**config.mk**
```make
export PLATFORM = sky130hd
export DESIGN_NAME = iodelay_tap_ctrl
export DESIGN_NICKNAME = d
export VERILOG_FILES = /design/src/rtl/iodelay_tap_ctrl.sv
export SDC_FILE = /design/constraint.sdc
export NUM_CORES = 1
export LEC_CHECK = 0
export CORE_MARGIN = 2
export CORE_UTILIZATION = 48
export CTS_CLUSTER_DIAMETER = 50
export DETAILED_ROUTE_END_ITERATION = 16
export GPL_TIMING_DRIVEN = 1
export PLACE_DENSITY = 0.91
export SETUP_SLACK_MARGIN = 0.15
export SYNTH_ARGS = -nofsm -noshare
export SYNTH_HDL_FRONTEND = slang
export SYNTH_SLANG_ARGS = --single-unit
```
**constraint.sdc**
```tcl
create_clock -name clk_i -period 2.95 [get_ports clk_i]
set_input_delay 0.7375 -clock clk_i [delete_from_list [all_inputs] [get_ports clk_i]]
set_output_delay 0.7375 -clock clk_i [all_outputs]
set_load 0.01 [all_outputs]
```
**src/rtl/iodelay_tap_ctrl.sv**
```systemverilog
// IDELAYCTRL bring-up and per-lane IDELAYE2 tap loader: holds the delay
// controller in reset, waits for RDY, loads every lane with a default tap, then services tap requests.
//
// state          | meaning
// ---------------+----------------------------------------------------------
// ST_HOLD        | IDELAYCTRL RST asserted for hold_cycles_p cycles
// ST_WAIT_RDY    | RST released, waiting (bounded) for synchronized RDY
// ST_INIT_LOAD   | LD strobe on lane idx with the default tap
// ST_INIT_CHECK  | readback of lane idx against the default tap
// ST_IDLE        | calibrated, accepting tap-load requests
// ST_LOAD        | LD strobe on the captured lane with the captured tap
// ST_CHECK       | readback compare, done pulse

module iodelay_tap_ctrl #(
   parameter int lanes_p       = 5,
   parameter int tap_width_p   = 5,
   parameter int hold_cycles_p = 16,
   parameter int init_tap_p    = 0,
   parameter int rdy_timeout_p = 64,
   localparam int lane_w_p     = (lanes_p > 1) ? $clog2(lanes_p) : 1
) (
   input  logic                           clk_i,
   input  logic                           reset_n_i,
   input  logic                           idelayctrl_rdy_i,
   output logic                           idelayctrl_rst_o,
   output logic [lanes_p-1:0]             idelay_ld_o,
   output logic [tap_width_p-1:0]         idelay_cntvaluein_o,
   input  logic [lanes_p*tap_width_p-1:0] idelay_cntvalueout_i,
   input  logic                           v_i,
   input  logic [lane_w_p-1:0]            lane_i,
   input  logic [tap_width_p-1:0]         tap_i,
   output logic                           ready_o,
   output logic                           done_o,
   output logic                           err_o,
   output logic                           calibrated_o
);

   typedef enum logic [2:0] {
      ST_HOLD       = 3'd0,
      ST_WAIT_RDY   = 3'd1,
      ST_INIT_LOAD  = 3'd2,
      ST_INIT_CHECK = 3'd3,
      ST_IDLE       = 3'd4,
      ST_LOAD       = 3'd5,
      ST_CHECK      = 3'd6
   } state_e;

   localparam logic [7:0]             hold_last_lp = 8'(hold_cycles_p - 1);
   localparam logic [7:0]             tmo_last_lp  = 8'(rdy_timeout_p - 1);
   localparam logic [lane_w_p-1:0]    idx_last_lp  = lane_w_p'(lanes_p - 1);
   localparam logic [tap_width_p-1:0] init_tap_lp  = tap_width_p'(init_tap_p);

   state_e                   state_q, state_d;
   logic [7:0]               cnt_q, cnt_d;
   logic [lane_w_p-1:0]      idx_q, idx_d;
   logic [lane_w_p-1:0]      lane_q, lane_d;
   logic [tap_width_p-1:0]   cval_q, cval_d;
   logic                     err_q, err_d;
   logic                     cal_q, cal_d;
   logic                     rdy_meta_q, rdy_q;

   logic [lane_w_p-1:0]      sel;
   logic [tap_width_p-1:0]   readback;
   logic                     mismatch;

   always_ff @(posedge clk_i or negedge reset_n_i) begin
      if (!reset_n_i) begin
         rdy_meta_q <= 1'b0;
         rdy_q      <= 1'b0;
      end else begin
         rdy_meta_q <= idelayctrl_rdy_i;
         rdy_q      <= rdy_meta_q;
      end
   end

   always_ff @(posedge clk_i or negedge reset_n_i) begin
      if (!reset_n_i) begin
         state_q <= ST_HOLD;
         cnt_q   <= '0;
         idx_q   <= '0;
         lane_q  <= '0;
         cval_q  <= '0;
         err_q   <= 1'b0;
         cal_q   <= 1'b0;
      end else begin
         state_q <= state_d;
         cnt_q   <= cnt_d;
         idx_q   <= idx_d;
         lane_q  <= lane_d;
         cval_q  <= cval_d;
         err_q   <= err_d;
         cal_q   <= cal_d;
      end
   end

   // cval_q doubles as the expected readback: it only changes when a load is entered.
   always_comb begin
      sel      = ((state_q == ST_LOAD) || (state_q == ST_CHECK)) ? lane_q : idx_q;
      readback = idelay_cntvalueout_i[int'(sel)*tap_width_p +: tap_width_p];
      mismatch = (readback != cval_q);
   end

   always_comb begin
      state_d = state_q;
      cnt_d   = '0;
      idx_d   = idx_q;
      lane_d  = lane_q;
      cval_d  = cval_q;
      err_d   = 1'b0;
      cal_d   = cal_q;
      case (state_q)
         ST_HOLD: begin
            if (cnt_q == hold_last_lp) state_d = ST_WAIT_RDY;
            else                       cnt_d   = cnt_q + 8'd1;
         end
         ST_WAIT_RDY: begin
            if (rdy_q) begin
               state_d = ST_INIT_LOAD;
               idx_d   = '0;
               cval_d  = init_tap_lp;
            end else if (cnt_q == tmo_last_lp) begin
               state_d = ST_HOLD;
               err_d   = 1'b1;
            end else begin
               cnt_d = cnt_q + 8'd1;
            end
         end
         ST_INIT_LOAD: state_d = ST_INIT_CHECK;
         ST_INIT_CHECK: begin
            if (idx_q == idx_last_lp) begin
               state_d = ST_IDLE;
               cal_d   = 1'b1;
            end else begin
               state_d = ST_INIT_LOAD;
               idx_d   = idx_q + lane_w_p'(1);
            end
         end
         ST_IDLE: begin
            if (!rdy_q) begin
               state_d = ST_HOLD;
            end else if (v_i) begin
               if (int'(lane_i) < lanes_p) begin
                  state_d = ST_LOAD;
                  lane_d  = lane_i;
                  cval_d  = tap_i;
               end else begin
                  err_d = 1'b1;
               end
            end
         end
         ST_LOAD:  state_d = rdy_q ? ST_CHECK : ST_HOLD;
         ST_CHECK: state_d = rdy_q ? ST_IDLE  : ST_HOLD;
         default:  state_d = ST_HOLD;
      endcase
      if (state_d == ST_HOLD) cal_d = 1'b0;
   end

   always_comb begin
      idelayctrl_rst_o    = (state_q == ST_HOLD);
      ready_o             = (state_q == ST_IDLE);
      idelay_cntvaluein_o = cval_q;
      calibrated_o        = cal_q;
      idelay_ld_o         = '0;
      if ((state_q == ST_LOAD) || (state_q == ST_INIT_LOAD))
         idelay_ld_o = lanes_p'(1) << sel;
      // A CHECK that sees RDY drop is aborted, so neither done nor err may escape.
      done_o = (state_q == ST_CHECK) && rdy_q;
      err_o  = err_q
             | ((state_q == ST_CHECK) && rdy_q && mismatch)
             | ((state_q == ST_INIT_CHECK) && mismatch);
   end

endmodule

```
Yosys cells after proc, flatten, opt, wreduce, memory -nomap -nowiden
Index checks and enable logic that the tools add are counted.
W data, S select, Z words.
{"block": "op_classes", "addsub": 2, "multipliers": 1, "div_mod_pow": 0, "order_cmp": 1, "n_eq_ne": 15, "shift": 2, "muxes": 33, "n_bitwise": 2, "reduce_logical": 15}
{"op": "$mux W3", "n": 12}
{"op": "$mux W5", "n": 5}
{"op": "$shiftx A25 B7 Y5", "n": 1}
{"op": "$mux W8", "n": 3}
{"op": "$pmux W3 S7", "n": 1}
{"op": "$pmux W8 S2", "n": 1}
{"op": "$eq A3 B3 Y1 const B", "n": 4}
{"op": "$pmux W5 S2", "n": 1}
{"op": "$add A8 B1 Y8 const B", "n": 1}
{"op": "$eq A8 B4 Y1 const B", "n": 1}
{"op": "$eq A8 B6 Y1 const B", "n": 1}
{"op": "$mux W1", "n": 8}
{"op": "$reduce_bool A2 Y1", "n": 4}
{"op": "$eq A3 B2 Y1 const B", "n": 2}
{"op": "$logic_not A3 Y1", "n": 2}
{"op": "$mul A3 B3 Y6 const B", "n": 1}
{"op": "$ne A2 B2 Y1 const B", "n": 3}
{"op": "$pmux W3 S2", "n": 1}
{"op": "$ne A5 B5 Y1", "n": 1}
{"op": "$reduce_and A5 Y1", "n": 1}
{"op": "$shl A1 B3 Y5 const A", "n": 1}
{"op": "$ne A2 B1 Y1 const B", "n": 2}
{"op": "$reduce_and A4 Y1", "n": 1}
{"op": "$add A3 B1 Y3 const B", "n": 1}
{"op": "other kinds (8)", "n": 12}
{"block": "totals", "ff_bits": 26, "latch_bits": 0, "ramBits": 0, "rom_bits": 0, "in_bits": 37, "output_inout_bits": 15, "word_cells": 80, "mem_count": 0}

Logic depth before layout (Yosys ltp)
{"block": "logic_depth", "word_depth": 9, "ltp_mapped": 9, "ltp_nobuf": 7}

Worst setup path before layout
Ideal clock, no wire load.
{"block": "synth_timing", "kind": "register to output", "from": "register lane_q[2]", "to": "output err_o", "t_arrival_ps": 1945, "t_required_ps": 2213, "slack_ps": 267, "stages_incl_launch_ff": 9, "n_path_buf": 1, "path_cell_list": "dfrtp_1 > buf_2 > or3b_1 > nor3_1 > o21ai_0 > a2111oi_2 > xnor2_1 > nor2_1 > a31oi_1"}
{"block": "synth_via", "elab_chain_cells": 7, "word_cells_on_any_way": 8, "cone_classes": "mul (1); eq/ne (1); shift (1); mux (1); bitwise (2); reduce/logical (2)"}
{"element": "start, declared", "line": "56", "text": "logic [lane_w_p-1:0] lane_q, lane_d;"}
{"element": "start signal, assigned", "line": "89", "text": "lane_q <= lane_d;"}
{"element": "$mux W3 (*)", "line": "98", "text": "sel = ((state_q == ST_LOAD) || (state_q == ST_CHECK)) ? lane_q : idx_q;"}
{"element": "$mul A3 B3 Y6 (*)", "line": "99", "text": "readback = idelay_cntvalueout_i[int'(sel)*tap_width_p +: tap_width_p];"}
{"element": "$shiftx A25 B7 Y5 (*)", "line": "99"}
{"element": "$ne A5 B5 Y1 (*)", "line": "100", "text": "mismatch = (readback != cval_q);"}
{"element": "$logic_and A1 B1 Y1", "line": "169", "text": "| ((state_q == ST_CHECK) && rdy_q && mismatch)"}
{"element": "$or A1 B1 Y1", "line": "169"}
{"element": "$or A1 B1 Y1 (*)", "line": "170", "text": "| ((state_q == ST_INIT_CHECK) && mismatch);"}
{"element": "end, declared", "line": "34", "text": "output logic err_o,"}
Mark *: on every way between the ends. The rest lies on a longest branch, timed or not.

Worst setup path in the final report
{"block": "layout_timing", "from": "register state_q[0]", "to": "output err_o"}
{"block": "layout_via", "elab_chain_cells": 9, "word_cells_on_any_way": 13, "cone_classes": "mul (1); eq/ne (4); shift (1); mux (1); bitwise (2); reduce/logical (4)"}
{"element": "start, declared", "line": "53", "text": "state_e state_q, state_d;"}
{"element": "start signal, assigned", "line": "86", "text": "state_q <= state_d;"}
{"element": "$eq A3 B3 Y1, on equally long branches", "line": "98, 169"}
{"element": "$logic_or A1 B1 Y1", "line": "98"}
{"element": "$mux W3", "line": "98"}
{"element": "$mul A3 B3 Y6", "line": "99"}
{"element": "$shiftx A25 B7 Y5", "line": "99"}
{"element": "$ne A5 B5 Y1", "line": "100"}
{"element": "$logic_and A1 B1 Y1", "line": "169"}
{"element": "$or A1 B1 Y1", "line": "169"}
{"element": "$or A1 B1 Y1 (*)", "line": "170"}
Marks and branches as above.

==> impl_metrics.py <==
metrics = {
    "global_routing": {
        "grt_max_degree": 27,
        "grt_pass1_wl_um": 10900,
        "overflow": 0,
        "antenna_found_initial": 0,
        "track_usage": 0.329,
        "grt_pass1_vias": 2453,
    },
    "power": {
        "fin_total_pwr_mw": 2.68,
        "combPwrFrac": 0.719,
        "power.density_nw_per_um2": 907,
        "power_switching_mw": 1.23,
        "clkPwrFrac": 0.085,
        "max-vdd-ir-drop_mv": 0.505,
        "p_int_mw": 1.46,
        "leakage_nw": 1.25,
        "swShare": 0.457,
        "seq_power_share": 0.196,
    },
    "synthesis": {
        "syn-num-nets": 273,
        "synth_cells": 233,
        "synth_compound_area_frac": 0.258,
        "synth_flop_cell": "dfrtp_1",
        "synth_top_family_by_area": "compound AO/OA/AOI/OAI gates",
        "syn_avg_cell_area_um2": 8.19,
        "synth_xor_area_frac": 0.0603,
        "yosysWarnings": 0,
        "synth_fa_ha_area_frac": 0.0197,
        "synth_edf_count": 0,
        "muxShareOfSynthArea": 0.0380,
        "synth_cell_type_count": 55,
        "yosys.area_share.simple": 0.225,
        "postSynth.asyncResetShare": 1.00,
        "ys_seq_elements": 26,
        "yosysSeqAreaShare": 0.341,
        "syn_area_um2": 1910,
    },
    "sta": {
        "max_freq_ghz": 0.300,
        "finalClockSkew_ps": 4.62,
        "period_minus_slack_ps": 3330,
        "finalSetupViolCount": 1,
        "setup_slack_ps": -384,
        "holdWs_ps": 359,
        "drv_slew": 0,
        "hold_viol": 0,
        "rsz0062_at_grt": "true",
        "fin_crit_sh": 1.13,
        "slew_headroom": 0.694,
        "worst_pin_slew_ps": 458,
    },
    "placement": {
        "io_buffers": 51,
        "gp_congestion": 0.986,
        "place_area_um2": 2680,
        "place_hpwl_um": 4430,
    },
    "clock_network": {
        "clkLatencyLatePin_ps": 270,
        "cts_root_buffer": "clkbuf_8",
        "h-tree-depth": 1,
        "clk_pin_slew_worst_paths_ps": 90,
        "cts_tree": "done",
        "clock_sinks": 26,
        "cts_buffers": 3,
        "clock_path_buffers": 2,
        "cts_hold_buffers": 0,
    },
    "route": {
        "viasPerCell": 6.61,
        "first_pass_iters": 6,
        "wl_per_cell_um": 20.8,
        "detail_route.iter0.violations": 304,
        "drt_wl_total_um": 7720,
        "drtAntennaViolNets": 0,
        "vias": 2454,
        "drc": 0,
    },
    "floorplanning": {
        "die_area_um2": 4500,
        "dieHeight_um": 67.1,
        "core-area_um2": 3740,
        "die_width_um": 67.1,
        "io_pins": 52,
        "num_rows": 22,
        "start_util": 0.510,
    },
    "setup_path": {
        "crit_slowest_cell": "dfrtp_2",
        "endpoint_kind": "output port",
        "crit_buf_inv": 3,
        "crit_required_ps": 2210,
        "cp_cell_sequence": "xnor2_4 > buf_4 > o21ai_0 > nand3_1 > a31oi_1 > buf_4 > o21ai_1 > a211oi_2 > a31oi_1 > buf_2",
        "critPathArrivalTime_ps": 2600,
        "worst_path_largest_cell_delay_ps": 500,
        "setup.worst_path.class": "flop to output port",
        "path_max_fanout": 5,
        "cp_top_family": "compound AO/OA/AOI/OAI gates",
        "start_kind": "flop",
    },
    "layout": {
        "diodes": 0,
        "nNetsFinal": 364,
        "drive_gt1_frac": 0.266,
        "final_area_um2": 2960,
        "syn2layout_area_growth_pct": 55.1,
        "post-route-util": 0.790,
    },
    "flow_run": {
        "max_cap_violations": 0,
    },
    "outcome": {
        "failed_checks": "negative setup slack",
        "outcome": "complete, but fails checks",
    },
    "worst_hold_path": {
        "hold_path_class": "flop to flop",
    },
}
==> flip-flops by register name, indices dropped and copies added, names as in the netlist <==
name and flops:
idelay_cntvaluein_o 5, state_q 3, calibrated_o 1, idx_q 3
cnt_q 8, rdy_q 1, err_q 1, rdy_meta_q 1
lane_q 3
==> worst paths after layout <==
kind	endpoint	from	cells after the start	slack, ps
hold reg to reg	rdy_q	rdy_meta_q	0	360
min in group asynchronous	idx_q[0]	reset_n_i	2	820
setup reg to reg	idelay_cntvaluein_o[2]	state_q[2]	9	510
hold / removal	rdy_q	rdy_meta_q	0	360
max in group asynchronous	state_q[0]	reset_n_i	2	1860
setup / recovery	err_o	state_q[0]	10	-380
==> kinds of logic (layout without fill, tap and decap cells) <==
kind of cell / after synthesis / after routing
and+or+nand+nor: 86 / 86
AOI/OAI and AO/OA: 75 / 75
adders and majority gates: 3 / 3
muxes: 7 / 7
xor gates and xnor gates: 11 / 11
DFF: 26 / 26
buffers and inverters: 25 / 115
==> synthesized netlist by cell type, types with 2 or more instances <==
| cell type | instances | area [µm²] |
|---|---|---|
| o22a_1 | 2 | 17.5 |
| clkbuf_1 | 6 | 22.5 |
| o22ai_1 | 3 | 18.8 |
| mux2_2 | 2 | 22.5 |
| nand2b_1 | 2 | 12.5 |
| ha_1 | 3 | 37.5 |
| o21a_1 | 2 | 15.0 |
| o21ai_0 | 22 | 110 |
| o21ai_1 | 4 | 20.0 |
| o211ai_1 | 4 | 30.0 |
| and3_1 | 5 | 31.3 |
| and2_1 | 4 | 25.0 |
| xnor2_1 | 9 | 78.8 |
| nor2_1 | 21 | 78.8 |
| nand3_1 | 15 | 75.1 |
| buf_2 | 4 | 20.0 |
| inv_1 | 11 | 41.3 |
| a2111oi_2 | 2 | 30.0 |
| or3_1 | 2 | 12.5 |
| nand2_1 | 17 | 63.8 |
| nor3_1 | 6 | 30.0 |
| a31oi_1 | 2 | 12.5 |
| nand4_1 | 2 | 12.5 |
| nor2b_1 | 4 | 25.0 |
| a2bb2oi_1 | 2 | 17.5 |
| mux2i_1 | 5 | 50.1 |
| a21oi_1 | 19 | 95.1 |
| dfrtp_1 | 26 | 651 |
==> repair_timing <==
action | 4_1_cts | 5_1_grt
gates cloned | 1 | 0
endpoints found under the setup margin | 5 | 5
resized for setup | 49 | 13
pin swaps | 17 | 8
buffers inserted | 10 | 1
==> through the flow <==
| stage | worst slack (ps) | setup TNS [ps] | cells |
|---|---|---|---|
| final | -384 | -384 | 371 |
| after global routing | -447 | -447 | 371 |
| after CTS | -158 | -158 | 370 |
| after detailed placement | -819 | -819 | 355 |
| after global placement | -774 | -774 | 355 |
| after floorplan | 267 | 0 | 233 |
==> routing by layer <==
metal  routed length, µm  vias up  GRT usage
li1                    -     1037          -
met1                2730     1146      0.346
met2                3690      205      0.577
met3                 743       66     0.0760
met4                 555        0      0.217
met5                   0        -          0
==> final cells by class <==
| class | count | area [µm²] |
|---|---|---|
| Timing Repair Buffer | 99 | 870 |
| Tap cell | 48 | 60.1 |
| Multi-Input combinational cell | 182 | 1280 |
| Inverter | 12 | 45.0 |
| Sequential cell | 26 | 652 |
| Clock buffer | 4 | 55.1 |
| Fill cell | 228 | 785 |
==> placed cells by master (no fill, tap or decap), drive strengths merged, types with 2 or more instances in the layout <==
| cell | n |
|---|---|
| a2111oi | 3 |
| a211oi | 2 |
| a21oi | 19 |
| a2bb2oi | 2 |
| a31oi | 2 |
| and2 | 4 |
| and3 | 5 |
| buf | 51 |
| clkbuf | 5 |
| clkdlybuf4s50 | 39 |
| dfrtp | 26 |
| dlygate4sd2 | 7 |
| ha | 3 |
| inv | 12 |
| mux2 | 2 |
| mux2i | 5 |
| nand2 | 17 |
| nand2b | 2 |
| nand3 | 15 |
| nand4 | 2 |
| nor2 | 21 |
| nor2b | 4 |
| nor3 | 7 |
| o211ai | 4 |
| o21a | 2 |
| o21ai | 26 |
| o22a | 2 |
| o22ai | 3 |
| or2 | 2 |
| or3 | 2 |
| xnor2 | 9 |
| xor2 | 2 |
==> power groups by stage <==
stage / combinational (mW) / sequential, mW / clock (mW)
6_report: 1.93 / 0.525 / 0.229
5_1_grt: 2.02 / 0.531 / 0.251
4_1_cts: 1.73 / 0.511 / 0.230
3_5_place_dp: 1.49 / 0.513 / 0
3_3_place_gp: 1.44 / 0.511 / 0
2_1_floorplan: 0.908 / 0.493 / 0
Note: power is estimated with default switching activity, not from simulation.
